File: config.mk
export PLATFORM = sky130hd
export DESIGN_NAME = w5300_socket_scheduler
export DESIGN_NICKNAME = d
export VERILOG_FILES = /design/src/rtl/w5300_socket_scheduler.sv
export SDC_FILE = /design/constraint.sdc
export NUM_CORES = 1
export LEC_CHECK = 0
export ABC_CLOCK_PERIOD_IN_PS = 3500
export BUFFER_PORTS_ARGS = -buffer_cell sky130_fd_sc_hd__buf_2
export CORE_MARGIN = 2
export CORE_UTILIZATION = 35
export CTS_CLUSTER_SIZE = 25
export DETAILED_ROUTE_END_ITERATION = 10
export MAX_ROUTING_LAYER = met4
export RECOVER_POWER = 100
export SLEW_MARGIN = 10
export SYNTH_ARGS = -nofsm -noshare
export SYNTH_HDL_FRONTEND = slang
export SYNTH_SLANG_ARGS = --single-unit
File: constraint.sdc
create_clock -name clk -period 3.5 [get_ports clk]
set_input_delay 0.175 -clock clk [delete_from_list [all_inputs] [get_ports clk]]
set_output_delay 0.175 -clock clk [all_outputs]
set_load 0.01 [all_outputs]
File: src/rtl/w5300_socket_scheduler.sv
// Bus owner for the W5300 driver: services socket interrupts (IR -> Sn_IR read/clear -> event)
// and arbitrates per-socket engines round-robin, guarded by a bus watchdog.
module w5300_socket_scheduler #(
  parameter int N_SOCKETS  = 4,
  parameter int CLK_FREQ   = 100,
  parameter int TIMEOUT_US = 60
) (
  input  logic                      clk,
  input  logic                      rst_n,
  input  logic                      init_done,
  input  logic                      int_n,
  output logic [10:0]               ctrl_addr,
  output logic [15:0]               ctrl_wr_data,
  input  logic [15:0]               ctrl_rd_data,
  input  logic                      ctrl_op_state,
  input  logic [N_SOCKETS-1:0]      eng_req,
  input  logic [N_SOCKETS-1:0]      eng_done,
  input  logic [N_SOCKETS*11-1:0]   eng_addr,
  input  logic [N_SOCKETS*16-1:0]   eng_wr_data,
  output logic [N_SOCKETS-1:0]      eng_grant,
  output logic                      sock_event_valid,
  output logic [2:0]                sock_event_idx,
  output logic [4:0]                sock_event_flags,
  output logic                      busy,
  output logic                      err,
  input  logic                      err_clr
);

  localparam int TIMEOUT = TIMEOUT_US * CLK_FREQ;

  localparam logic [2:0] S_WAIT_INIT = 3'd0;
  localparam logic [2:0] S_IDLE      = 3'd1;
  localparam logic [2:0] S_RD_IR     = 3'd2;
  localparam logic [2:0] S_RD_SNIR   = 3'd3;
  localparam logic [2:0] S_CLR_SNIR  = 3'd4;
  localparam logic [2:0] S_GRANT     = 3'd5;
  localparam logic [2:0] S_ERROR     = 3'd6;

  localparam logic [9:0] IDLE_REG = 10'h3fe;
  localparam logic [9:0] IR_REG   = 10'h002;

  logic [2:0]           state;
  logic [N_SOCKETS-1:0] pending;
  logic [2:0]           idx;
  logic [4:0]           flags;
  logic [2:0]           sel;
  logic [2:0]           rr;
  logic [31:0]          wd_cnt;

  logic [N_SOCKETS-1:0] gnt_vec;
  logic [N_SOCKETS-1:0] pending_left;
  logic [9:0]           snir_reg;
  logic [10:0]          sel_addr;
  logic [15:0]          sel_wr;
  logic                 done_hit;

  function automatic logic [2:0] lowest_bit(input logic [N_SOCKETS-1:0] v);
    lowest_bit = '0;
    for (int i = N_SOCKETS - 1; i >= 0; i--)
      if (v[i]) lowest_bit = 3'(i);
  endfunction

  // First requester at or above ptr, wrapping modulo N_SOCKETS.
  function automatic logic [2:0] rr_pick(input logic [N_SOCKETS-1:0] req, input logic [2:0] ptr);
    int j;
    rr_pick = ptr;
    for (int k = N_SOCKETS - 1; k >= 0; k--) begin
      j = int'(ptr) + k;
      if (j >= N_SOCKETS) j = j - N_SOCKETS;
      if (req[j]) rr_pick = 3'(j);
    end
  endfunction

  assign gnt_vec      = {{(N_SOCKETS-1){1'b0}}, 1'b1} << sel;
  assign pending_left = pending & ~({{(N_SOCKETS-1){1'b0}}, 1'b1} << idx);
  assign snir_reg     = 10'h206 + (10'(idx) << 6);
  assign done_hit     = (state == S_GRANT) && |(eng_done & gnt_vec);
  assign busy         = !(state == S_WAIT_INIT || state == S_IDLE);

  always_comb begin
    sel_addr = '0;
    sel_wr   = '0;
    for (int i = 0; i < N_SOCKETS; i++) begin
      if (sel == 3'(i)) begin
        sel_addr = eng_addr[11*i +: 11];
        sel_wr   = eng_wr_data[16*i +: 16];
      end
    end
  end

  always_comb begin
    ctrl_addr    = {1'b1, IDLE_REG};
    ctrl_wr_data = '0;
    eng_grant    = '0;
    case (state)
      S_RD_IR:    ctrl_addr = {1'b1, IR_REG};
      S_RD_SNIR:  ctrl_addr = {1'b1, snir_reg};
      S_CLR_SNIR: begin
        ctrl_addr    = {1'b0, snir_reg};
        ctrl_wr_data = {11'd0, flags};
      end
      S_GRANT: begin
        ctrl_addr    = sel_addr;
        ctrl_wr_data = sel_wr;
        eng_grant    = gnt_vec;
      end
      default: ;
    endcase
  end

  always_ff @(posedge clk or negedge rst_n) begin
    if (!rst_n) begin
      state            <= S_WAIT_INIT;
      pending          <= '0;
      idx              <= '0;
      flags            <= '0;
      sel              <= '0;
      rr               <= '0;
      wd_cnt           <= '0;
      err              <= 1'b0;
      sock_event_valid <= 1'b0;
      sock_event_idx   <= '0;
      sock_event_flags <= '0;
    end else begin
      sock_event_valid <= 1'b0;
      case (state)
        S_WAIT_INIT: if (init_done) state <= S_IDLE;
        S_IDLE: begin
          if (!int_n) begin
            state <= S_RD_IR;
          end else if (|eng_req) begin
            sel   <= rr_pick(eng_req, rr);
            state <= S_GRANT;
          end
        end
        S_RD_IR: begin
          if (ctrl_op_state) begin
            pending <= ctrl_rd_data[N_SOCKETS-1:0];
            idx     <= lowest_bit(ctrl_rd_data[N_SOCKETS-1:0]);
            state   <= (|ctrl_rd_data[N_SOCKETS-1:0]) ? S_RD_SNIR : S_IDLE;
          end
        end
        S_RD_SNIR: begin
          if (ctrl_op_state) begin
            flags <= ctrl_rd_data[4:0];
            state <= S_CLR_SNIR;
          end
        end
        S_CLR_SNIR: begin
          // The event is reported only once the clear-write has landed.
          if (ctrl_op_state) begin
            sock_event_valid <= 1'b1;
            sock_event_idx   <= idx;
            sock_event_flags <= flags;
            pending          <= pending_left;
            if (|pending_left) begin
              idx   <= lowest_bit(pending_left);
              state <= S_RD_SNIR;
            end else begin
              state <= int_n ? S_IDLE : S_RD_IR;
            end
          end
        end
        S_GRANT: begin
          if (done_hit) begin
            rr    <= (sel == 3'(N_SOCKETS - 1)) ? 3'd0 : sel + 3'd1;
            state <= S_IDLE;
          end
        end
        S_ERROR: begin
          if (err_clr) begin
            err   <= 1'b0;
            state <= S_WAIT_INIT;
          end
        end
        default: state <= S_WAIT_INIT;
      endcase

      // Watchdog overrides the FSM when a bus op or grant stalls.
      if (state == S_WAIT_INIT || state == S_IDLE || state == S_ERROR || ctrl_op_state || done_hit) begin
        wd_cnt <= '0;
      end else if (wd_cnt == 32'(TIMEOUT - 1)) begin
        wd_cnt <= '0;
        err    <= 1'b1;
        state  <= S_ERROR;
      end else begin
        wd_cnt <= wd_cnt + 32'd1;
      end
    end
  end

endmodule

### Word-level counts from Yosys, hierarchy flattened

Cells that the tools add are included.

* register bits after elaboration: 63
* bits of input ports: 138
* output and inout bits: 42
* logic and storage cells: 147

* add/subtract/negate cells: 10
* $lt $le $gt $ge: 8
* equal/unequal tests: 13
* shifts and indexed selects: 2
* muxes and demuxes: 81
* bitwise gates (word level): 3
* reduce and logical (&&, ||, !) cells: 19

Operators by type and width (number)
* two-way mux 32 bit: 18
* less-than comparator 32 x 4 -> 1 bit, second input constant: 4
* two-way mux 3 bit: 24
* two-way mux 16 bit: 4
* two-way mux 11 bit: 4
* one-hot mux 11 bit (4 select lines): 1
* adder 32 x 1 -> 32 bit, second input constant: 1
* == test 32 x 13 -> 1 bit, second input constant: 1
* one-hot mux 16 bit (2 select lines): 1
* one-hot mux 3 bit (7 select lines): 1
* OR reduction 4 bit: 4
* subtractor 4 x 3 -> 5 bit, second input constant: 3
* two-way mux 1 bit: 14
* == test 3 x 2 -> 1 bit, second input constant: 4
* greater-or-equal comparator 4 x 3 -> 1 bit, second input constant: 3
* two-way mux 4 bit: 3
* adder 10 x 9 -> 10 bit, first input constant: 1
* two-way mux 2 bit: 5
* == test 3 bit, second input constant: 3
* adder 3 x 2 -> 4 bit, second input constant: 2
* AND 4 bit: 2
* binary-select mux 1 bit (select 2 bit): 4
* one-hot mux 4 bit (2 select lines): 1
* left shift 1 x 3 -> 4 bit, first input constant: 2
* 16 further kinds: 26

### Logic depth before layout (Yosys ltp)

Gate-level depths: netlist of the first run.

* word-level depth: 13
* depth in mapped cells: 10

### Worst setup path before layout of the first run

Ideal clock, no wire load.

* path kind: reg-to-reg
* from: reg rr[0]
* to: reg sel[2]
* library setup time: 110 ps
* arrival: 2116 ps
* slack: 1274 ps
* stages on the path, launching flop included: 8
* path buffers: 1
* period minus slack after synthesis: 2226 ps
* cell sequence: dfrtp_1 > buf_2 > clkinv_1 > ha_1 > mux4_2 > o211a_1 > o32a_1 > o41ai_1

* word-level cells in the longest chain between the ends: 13

RTL lines
* start: declaration: line 47 `logic [2:0] rr;`
* start signal: assignment: line 166 `rr <= (sel == 3'(N_SOCKETS - 1)) ? 3'd0 : sel + 3'd1;`
* adder 3 x 2 -> 4 bit: line 68 `j = int'(ptr) + k;`
* subtractor 4 x 3 -> 5 bit / greater-or-equal comparator 4 x 3 -> 1 bit (equally long branches): line 69 `if (j >= N_SOCKETS) j = j - N_SOCKETS;`
* two-way mux 32 bit: line 69
* two-way mux 32 bit: line 131 `end else if (|eng_req) begin`
* two-way mux 32 bit: line 129 `if (!int_n) begin`
* two-way mux 32 bit: line 126 `case (state)`
* binary-select mux 1 bit (select 2 bit): line 70 `if (req[j]) rr_pick = 3'(j);`
* two-way mux 1 bit (implied by the code) (2 in series): line 70
* two-way mux 3 bit (3 in series): line 70
* two-way mux 3 bit *: line 70
* end signal: assignment: line 132 `sel <= rr_pick(eng_req, rr);`
* end: declaration: line 46 `logic [2:0] sel;`

Mark *: on every way between the ends. The rest lies on a longest branch, timed or not. The select of a mux whose other input is x is not followed.
A chain may end at the register's enable or synchronous reset.

### Final worst setup path of the first run

* from: reg sel[1]
* to: out ctrl_addr[2]

* word-level cells in the longest chain between the ends: 6

RTL lines
* zero test 3 bit: line 84 `if (sel == 3'(i)) begin`
* two-way mux 11 bit (3 in series): line 84
* two-way mux 11 bit *: line 84
* one-hot mux 11 bit (4 select lines) *: line 95 `case (state)`
* end: declaration: line 12 `output logic [10:0] ctrl_addr,`

Mark *: on every way between the ends. The rest lies on a longest branch, timed or not.

==> results_dict.tcl, run 1 <==
set metrics [dict create \
    design_area_um2 5820 \
    arrival_ns 2.79 \
    dp_hpwl_mm 11.2 \
    die_h_um 118 \
    synth-seq-cells 61 \
    yosysSeqAreaShare 0.333 \
    placedCellCount 871 \
    ctsLongestPathBuffers 2 \
    start_util 0.360 \
    dp_slack_ns 0.898 \
    p_per_area_nw_per_um2 751 \
    core_area_um2 12700 \
    cts_setup_buffers 0 \
    setup_viol 0 \
    drtAntennaViolNets 0 \
    ys.warnings.count 0 \
    clkLatencyLatePin_ns 0.33 \
    grt_pass1_vias 4551 \
    fmaxAchievable_mhz 337 \
    grt_max_degree 43 \
    ctsResizeCount 0 \
    fin_nets 856 \
    synth-edff-count 0 \
    rsz0062_at_grt "no" \
    tightestPinTransition_ns 2.22 \
    grt_use_total 0.204 \
    finalCritPeriodShare 0.847 \
    cts_buffers 9 \
    wire_per_inst_um 16.5 \
    critPathRequiredTime_ns 3.32 \
    hold_buffers 0 \
    fin_tns_setup_ns 0 \
    skew_ns 0.00858 \
    die_area_um2 14000 \
    layout.cells.non_filler 887 \
    rows 41 \
    vdd.ir_drop.worst_v 0.000400 \
    async_flop_share 1.00 \
    maxSlewViolCount 43 \
    hold_violations 0 \
    cp-start-kind "register" \
    hp-class "in2reg" \
    drtPass1Iterations 5 \
    clock_sinks 61 \
    overflow 0 \
    postPlaceCellArea_um2 5530 \
    port_buffers 167 \
    crit_fanout 15 \
    setup_slack_ns 0.537 \
    boundaryPins 180 \
    globalplace.congestion 0.959 \
    htreeDepth 3 \
    drc_errors 0 \
    diodes 0 \
    finalWirelength_mm 14.7 \
    root_buffer "clkbuf_16" \
    period_needed_ns 2.96 \
    synth_cell_types 63 \
    syn_nets 704 \
    violations "capacitance limit, slew limit" \
    clkTransAtPathRegs_ns 0.05 \
    drt_iter0_markers 271 \
    cp-end-kind "primary output" \
    status "complete, but fails checks" \
    synth.avg_cell_area_um2 8.21 \
    relSlewSlack -0.477 \
    drive_above_1_share 0.249 \
    crit_type "reg2out" \
    die_w_um 118 \
    area_delta_synth_final_pct 27.1 \
    ys_dominant_reg_cell "dfrtp_1" \
    vias_per_cell 5.48 \
    antenna_found_initial 0 \
    vias 4857 \
    cts_tree "yes" \
    p_leak_uw 0.00260 \
    power_uw 4370 \
    syn_area_um2 4580 \
    max-cap-violations 1 \
    grt_pass1_wl_mm 22.7 \
    syn_inst 558 \
]
[where the power goes]
group | leakage, µW | internal (µW) | switching, µW
registers | 0.000811 | 858 | 236
clock network | 0.000176 | 753 | 296
logic | 0.00161 | 937 | 1290
total | 0.00260 | 2550 | 1820
[cell families after synthesis]
group / share of synthesized area
buffers and inverters: 0.0552
flip-flops: 0.333
multiplexers: 0.0574
XOR/XNOR: 0.0574
other: 0.000819
AO/OA/AOI/OAI: 0.228
AND/OR/NAND/NOR: 0.246
adder cells (fa/ha/maj): 0.0219
[sequential cells by signal, indices dropped and copies added, names as in the netlist, 2 cells and up]
register / cells
flags: 5
idx: 2
pending: 4
rr: 3
sel: 3
sock_event_flags: 5
sock_event_idx: 2
state: 3
wd_cnt: 32
[final timing paths]
check / depth (start not counted) / slack, ns / endpoint / start
worst max register to register: 6 / 0.57 / wd_cnt[3]$_DFF_PN0_ / state[1]$_DFF_PN0_
min in group asynchronous: 1 / 0.51 / wd_cnt[18]$_DFF_PN0_ / rst_n
worst min register to register: 1 / 0.49 / wd_cnt[0]$_DFF_PN0_ / wd_cnt[0]$_DFF_PN0_
worst min-delay path: 2 / 0.09 / flags[4]$_DFFE_PN0P_ / ctrl_rd_data[4]
max in group asynchronous: 2 / 1.13 / sock_event_flags[3]$_DFFE_PN0P_ / rst_n
worst max-delay path: 8 / 0.54 / ctrl_addr[2] / sel[1]$_DFFE_PN0P_
[cell usage in the layout, fill, tap and decap left out, drive strengths merged, types with 8 or more instances in the layout]
cell type,netlist,final
ha,8,8
nor2b,20,20
dfrtp,61,61
a21oi,48,48
nand2,30,30
buf,11,139
mux2,12,12
xnor2,8,8
nor2,83,83
nand4,14,14
nand2b,10,10
clkbuf,26,52
nand3,26,26
inv,17,17
o21ai,48,48
a221oi,19,19
xor2,22,22
[metrics by stage]
step	hold slack (ns)	utilization
3_3_place_gp	0.367	0.435
5_1_grt	0.0921	0.458
6_report	0.0935	0.458
3_5_place_dp	0.370	0.435
4_1_cts	0.0174	0.463
2_1_floorplan	-0.121	-
[critical path, cell delays in order (launching register included)]
cell,delay [ns]
dfrtp_1,0.41
inv_1,0.09
ha_1,0.23
nor2b_1,0.45
clkbuf_1,0.57
a221o_1,0.27
o211ai_1,0.10
a21oi_1,0.16
clkbuf_1,0.18
[layer usage]
layer | GRT usage | routed length, µm | vias up
met2 | 0.357 | 7320 | 219
li1 | - | - | 2334
met4 | 0.0759 | 378 | 0
met5 | - | 0 | -
met3 | 0.0401 | 988 | 26
met1 | 0.230 | 5980 | 2278
[final cells by class]
class / instances / area, µm²
Inverter: 18 / 67.6
Clock inverter: 3 / 90.1
Multi-Input combinational cell: 442 / 2790
Clock buffer: 13 / 270
Fill cell: 1306 / 6900
Sequential cell: 61 / 1530
Tap cell: 172 / 215
Timing Repair Buffer: 178 / 860
[cell usage after synthesis (all sizes together), types with 11 or more instances]
cell type  count  share of area
nor2          83          0.070
dfrtp         61           0.33
a21oi         48          0.053
o21ai         48          0.052
nand2         30          0.025
clkbuf        26          0.022
nand3         26          0.028
xor2          22          0.042
nor2b         20          0.027
a221oi        19          0.036
inv           17          0.014
nand4         14          0.019
mux2          12          0.030
buf           11          0.019
Note: power is estimated with default switching activity, not from simulation.
==> run 2: changes to the inputs <==
--- a/config.mk
+++ b/config.mk
@@ -5,7 +5,7 @@
 export SDC_FILE = /design/constraint.sdc
 export NUM_CORES = 1
 export LEC_CHECK = 0
-export ABC_CLOCK_PERIOD_IN_PS = 3500
+export ABC_CLOCK_PERIOD_IN_PS = 2800
 export BUFFER_PORTS_ARGS = -buffer_cell sky130_fd_sc_hd__buf_2
 export CORE_MARGIN = 2
 export CORE_UTILIZATION = 35
==> constraint.sdc (replaced) <==
create_clock -name clk -period 2.8 [get_ports clk]
set_input_delay 0.14 -clock clk [delete_from_list [all_inputs] [get_ports clk]]
set_output_delay 0.14 -clock clk [all_outputs]
set_load 0.01 [all_outputs]
==> results_dict.tcl, run 2 (synthesis gave the netlist of run 1 again) <==
set metrics [dict create \
    hold_violations 0 \
    grt_pass1_wl_mm 23.6 \
    rsz0062_at_grt "yes" \
    drt_iter0_markers 285 \
    power_uw 5240 \
    wire_per_inst_um 16.3 \
    htreeDepth 3 \
    grt_pass1_vias 4799 \
    finalWirelength_mm 14.6 \
    top_regs "wd_cnt: 32 flops, flags: 5 flops, sock_event_flags: 5 flops" \
    status "completed" \
    final_cell_mix "143 x buf_2, 80 x nor2_1, 61 x dfrtp_1, 48 x o21ai_0, 48 x a21oi_1" \
    placedCellCount 881 \
    layout.cells.non_filler 896 \
    reg2reg_slack_ns 0.23 \
    p_leak_uw 0.00265 \
    diodes 0 \
    cts_tree "yes" \
    arrival_ns 2.52 \
    crit_family "buffers and inverters" \
    vdd.ir_drop.worst_v 0.000298 \
    p_per_area_nw_per_um2 899 \
    fmaxAchievable_mhz 376 \
    cp-end-kind "primary output" \
    drtPass1Iterations 7 \
    hold_depth 2 \
    hold_buffers 0 \
    path_depth 9 \
    die_w_um 118 \
    final_common_cell "buf_2" \
    clkLatencyLatePin_ns 0.32 \
    tightestPinTransition_ns 1.49 \
    crit_type "reg2out" \
    hp-class "in2reg" \
    rr_startpoint "sel[0]$_DFFE_PN0P_" \
    reg2reg_depth 8 \
    fin_tns_setup_ns 0 \
    endpoint "ctrl_addr[5]" \
    drtAntennaViolNets 0 \
    use_met3 0.0401 \
    start_util 0.360 \
    max-cap-violations 0 \
    port_buffers 167 \
    grtUsageMet1 0.240 \
    clkTransAtPathRegs_ns 0.05 \
    largest_reg_flops 32 \
    critical_path.max_stage_delay_ns 0.41 \
    skew_ns 0.00642 \
    globalplace.congestion 0.966 \
    clock_sinks 61 \
    top_usage_layer "met2" \
    antenna_found_initial 0 \
    core_area_um2 12700 \
    dp_hpwl_mm 11.4 \
    crit_fanout 16 \
    grt_use_total 0.211 \
    holdWs_ns 0.0716 \
    die_h_um 118 \
    vias 4896 \
    cp-start-kind "register" \
    boundaryPins 180 \
    crit_start "sel[0]$_DFFE_PN0P_" \
    area_delta_synth_final_pct 27.3 \
    reg2reg_to "wd_cnt[20]$_DFF_PN0_" \
    grt_max_degree 62 \
    postPlaceCellArea_um2 5610 \
    cts_buffers 9 \
    period_needed_ns 2.66 \
    critPathRequiredTime_ns 2.66 \
    fin_nets 866 \
    setup_viol 0 \
    maxSlewViolCount 0 \
    ctsLongestPathBuffers 2 \
    path_buf_inv 3 \
    root_buffer "clkbuf_16" \
    rows 41 \
    relSlewSlack 0.00542 \
    path_cells "inv_1, ha_1, nor3b_2, buf_4, a221oi_1, nor2_1, a21oi_1, o21ai_0, buf_2" \
    largest-register "wd_cnt" \
    slowest_stage "dfrtp_1" \
    design_area_um2 5830 \
    vias_per_cell 5.46 \
    drive_above_1_share 0.276 \
    use_met2 0.368 \
    finalCritPeriodShare 0.949 \
    die_area_um2 14000 \
    overflow 0 \
    drc_errors 0 \
]
==> run 2: cell count changes in the layout (fill, tap and decap cells not counted), sizes merged <==
cell    change
buf        +17
clkbuf      -6
bufinv      -3
clkinv      +1
==> run 2: per-stage QoR <==
| step | util | setup slack (ns) |
|---|---|---|
| final | 0.458 | 0.143 |
| after global placement | 0.441 | 0.402 |
| after CTS | 0.463 | 0.102 |
| after global routing | 0.458 | -0.0377 |
| after floorplan | - | 0.574 |
| after detailed placement | 0.441 | 0.357 |
==> run 2: repair_timing <==
item                                    in CTS  in global routing
buffers inserted                             0                  0
endpoints found under the setup margin       0                  8
gates resized for setup                      0                  0
==> run 2: where the power goes <==
group	internal, µW	total, µW	switching [µW]
combinational	1240	2830	1600
sequential	1070	1400	327
clock	664	1010	346
total	2970	5240	2270
==> run 2: worst min-delay path by stage <==
stage | start | to | slack, ns
5_1_grt | ctrl_rd_data[4] | flags[4]$_DFFE_PN0P_ | 0.06
4_1_cts | rst_n | wd_cnt[23]$_DFF_PN0_ | 0.01
3_3_place_gp | rst_n | wd_cnt[22]$_DFF_PN0_ | 0.35
3_5_place_dp | rst_n | wd_cnt[23]$_DFF_PN0_ | 0.36
6_report | ctrl_rd_data[4] | flags[4]$_DFFE_PN0P_ | 0.07
2_1_floorplan | rst_n | err$_DFF_PN0_ | -0.16
==> run 2: cell type report <==
cell class / instances / area, µm²
clock inverters: 1 / 5.00
inverters: 18 / 67.6
well taps: 172 / 215
fillers: 1316 / 6890
flip-flops and latches: 61 / 1530
clock buffers: 14 / 274
multi-input cells: 442 / 2800
repair buffers: 188 / 941
==> run 2: routing by layer <==
metal,share of wire,up-vias
li1,-,2347
met1,0.41,2316
met2,0.50,204
met3,0.061,29
met4,0.030,0
met5,0,-
==> run 3: changes to the inputs <==
--- a/config.mk
+++ b/config.mk
@@ -7,12 +7,16 @@
 export LEC_CHECK = 0
 export ABC_CLOCK_PERIOD_IN_PS = 2800
 export BUFFER_PORTS_ARGS = -buffer_cell sky130_fd_sc_hd__buf_2
+export CELL_PAD_IN_SITES_DETAIL_PLACEMENT = 0
+export CELL_PAD_IN_SITES_GLOBAL_PLACEMENT = 2
 export CORE_MARGIN = 2
-export CORE_UTILIZATION = 35
+export CORE_UTILIZATION = 27
 export CTS_CLUSTER_SIZE = 25
 export DETAILED_ROUTE_END_ITERATION = 10
 export MAX_ROUTING_LAYER = met4
+export PLACE_DENSITY_LB_ADDON = 0.1
 export RECOVER_POWER = 100
+export SETUP_SLACK_MARGIN = 0.5
 export SLEW_MARGIN = 10
 export SYNTH_ARGS = -nofsm -noshare
 export SYNTH_HDL_FRONTEND = slang
==> results_dict.tcl, run 3 (synthesis gave the netlist of run 1 again) <==
set metrics [dict create \
    status "complete, but fails checks" \
    violations "capacitance limit, slew limit" \
    cts_buffers 9 \
    setup_slack_ns 0.390 \
    grtUsageMet1 0.236 \
    area_delta_synth_final_pct 37.4 \
    vias_per_cell 5.04 \
    clkTransAtPathRegs_ns 0.05 \
    skew_ns 0.0105 \
    diodes 0 \
    drtAntennaViolNets 0 \
    crit_top_cell "nor2_1" \
    grt_max_degree 35 \
    drive_above_1_share 0.322 \
    core_area_um2 16600 \
    crit_type "reg2out" \
    wire_per_inst_um 17.2 \
    antenna_found_initial 0 \
    slowest_stage "dfrtp_1" \
    largest-register "wd_cnt" \
    rsz0062_at_grt "yes" \
    grt_pass1_vias 4677 \
    finalWirelength_mm 16.5 \
    crit_start "sel[0]$_DFFE_PN0P_" \
    ctsLongestPathBuffers 2 \
    fmaxAchievable_mhz 415 \
    period_needed_ns 2.41 \
    root_buffer "clkbuf_16" \
    die_area_um2 18000 \
    tightestPinTransition_ns 1.58 \
    drtPass1Iterations 4 \
    grt_use_total 0.185 \
    p_leak_uw 0.00277 \
    cts_tree "yes" \
    top_usage_layer "met2" \
    start_util 0.276 \
    setup_viol 0 \
    cp-start-kind "register" \
    fin_nets 882 \
    path_cells "inv_4, ha_4, buf_12, nor2b_4, clkbuf_2, a221oi_1, nor2_1, a21oi_1, nor2_1, clkbuf_1" \
    dp_hpwl_mm 12.2 \
    boundaryPins 180 \
    arrival_ns 2.27 \
    maxSlewViolCount 28 \
    largest_reg_flops 32 \
    final_common_cell "buf_2" \
    htreeDepth 3 \
    vias 4838 \
    hp-start "ctrl_rd_data[4]" \
    grt_pass1_wl_mm 25.6 \
    use_met3 0.0333 \
    crit_fanout 10 \
    critPathRequiredTime_ns 2.66 \
    rr_startpoint "sel[0]$_DFFE_PN0P_" \
    relSlewSlack -0.0561 \
    final_cell_mix "139 x buf_2, 81 x nor2_1, 59 x dfrtp_1, 45 x a21oi_1, 40 x o21ai_0" \
    max-cap-violations 1 \
    fin_tns_setup_ns 0 \
    overflow 0 \
    finalCritPeriodShare 0.861 \
    hold_violations 0 \
    clock_sinks 61 \
    clkLatencyLatePin_ns 0.33 \
    globalplace.congestion 0.798 \
    vdd.ir_drop.worst_v 0.000334 \
    critical_path.max_stage_delay_ns 0.47 \
    rows 47 \
    hp-class "in2reg" \
    dp_slack_ns 0.374 \
    top_regs "wd_cnt: 32 flops, flags: 5 flops, sock_event_flags: 5 flops" \
    die_w_um 134 \
    drt_iter0_markers 192 \
    cp-end-kind "primary output" \
    use_met2 0.307 \
    p_per_area_nw_per_um2 947 \
    port_buffers 167 \
    die_h_um 134 \
    drc_errors 0 \
]
-- run 3: cell count changes in the layout (fill, tap and decap cells not counted), sizes merged --
cell,before,now
bufinv,0,1
buf,156,168
clkbuf,46,47
clkinv,2,3
dlygate4sd3,0,1
-- run 3: power breakdown --
group | internal (µW) | leakage, µW | total, µW | switching [µW]
clock network | 756 | 0.000155 | 1150 | 394
registers | 1080 | 0.000808 | 1340 | 261
logic | 1560 | 0.00180 | 3480 | 1910
total | 3390 | 0.00277 | 5960 | 2570
-- run 3: repair_timing --
item                                   4_1_cts  5_1_grt
setup endpoints to repair                   55       27
endpoints found under the hold margin       27        0
hold buffers                                 1        0
cloned                                       5        1
setup buffers                                4        5
resized for setup                           37       39
pin swaps                                    3        6
-- run 3: worst max-delay path, delay by kind of cell, from the launching register on --
family                   cells  cell delay [ns]
buffers and inverters        4             0.60
flip-flops                   1             0.47
AND/OR/NAND/NOR              3             0.28
adder cells (fa/ha/maj)      1             0.18
AO/OA/AOI/OAI                2             0.40
-- run 3: metal layers --
layer / up-vias / routed length [µm] / part of all wire
li1: 2382 / - / -
met4: 0 / 191 / 0.012
met3: 11 / 815 / 0.049
met5: - / 0 / 0
met1: 2316 / 7380 / 0.45
met2: 129 / 8150 / 0.49
-- run 3: path summary, 6_finish.rpt --
kind	end	slack (ns)	cells after the start
setup reg to reg	wd_cnt[30]$_DFF_PN0_	0.46	7
min in group asynchronous	wd_cnt[13]$_DFF_PN0_	0.74	2
hold / removal	flags[4]$_DFFE_PN0P_	0.04	2
max in group asynchronous	sel[1]$_DFFE_PN0P_	1.02	2
hold reg to reg	wd_cnt[0]$_DFF_PN0_	0.48	1
setup / recovery	ctrl_wr_data[15]	0.39	10
-- run 3: area by class of cell --
| class | count | area [µm²] |
|---|---|---|
| multi-input cells | 442 | 2980 |
| clock inverters | 3 | 43.8 |
| fillers | 1798 | 10300 |
| flip-flops and latches | 61 | 1530 |
| inverters | 18 | 72.6 |
| well taps | 220 | 275 |
| repair buffers | 204 | 1130 |
| clock buffers | 12 | 267 |
-- run 3: metrics by stage --
step	util	instance area (µm²)	hold WS, ns	power [µW]	std cells
after floorplan	-	4580	-0.156	3420	558
after global placement	0.343	5680	0.203	4310	929
after detailed placement	0.343	5680	0.208	4340	929
after CTS	0.374	6200	0.0307	5840	954
after global routing	0.380	6300	0.0431	6440	960
final	0.380	6300	0.0415	5960	960
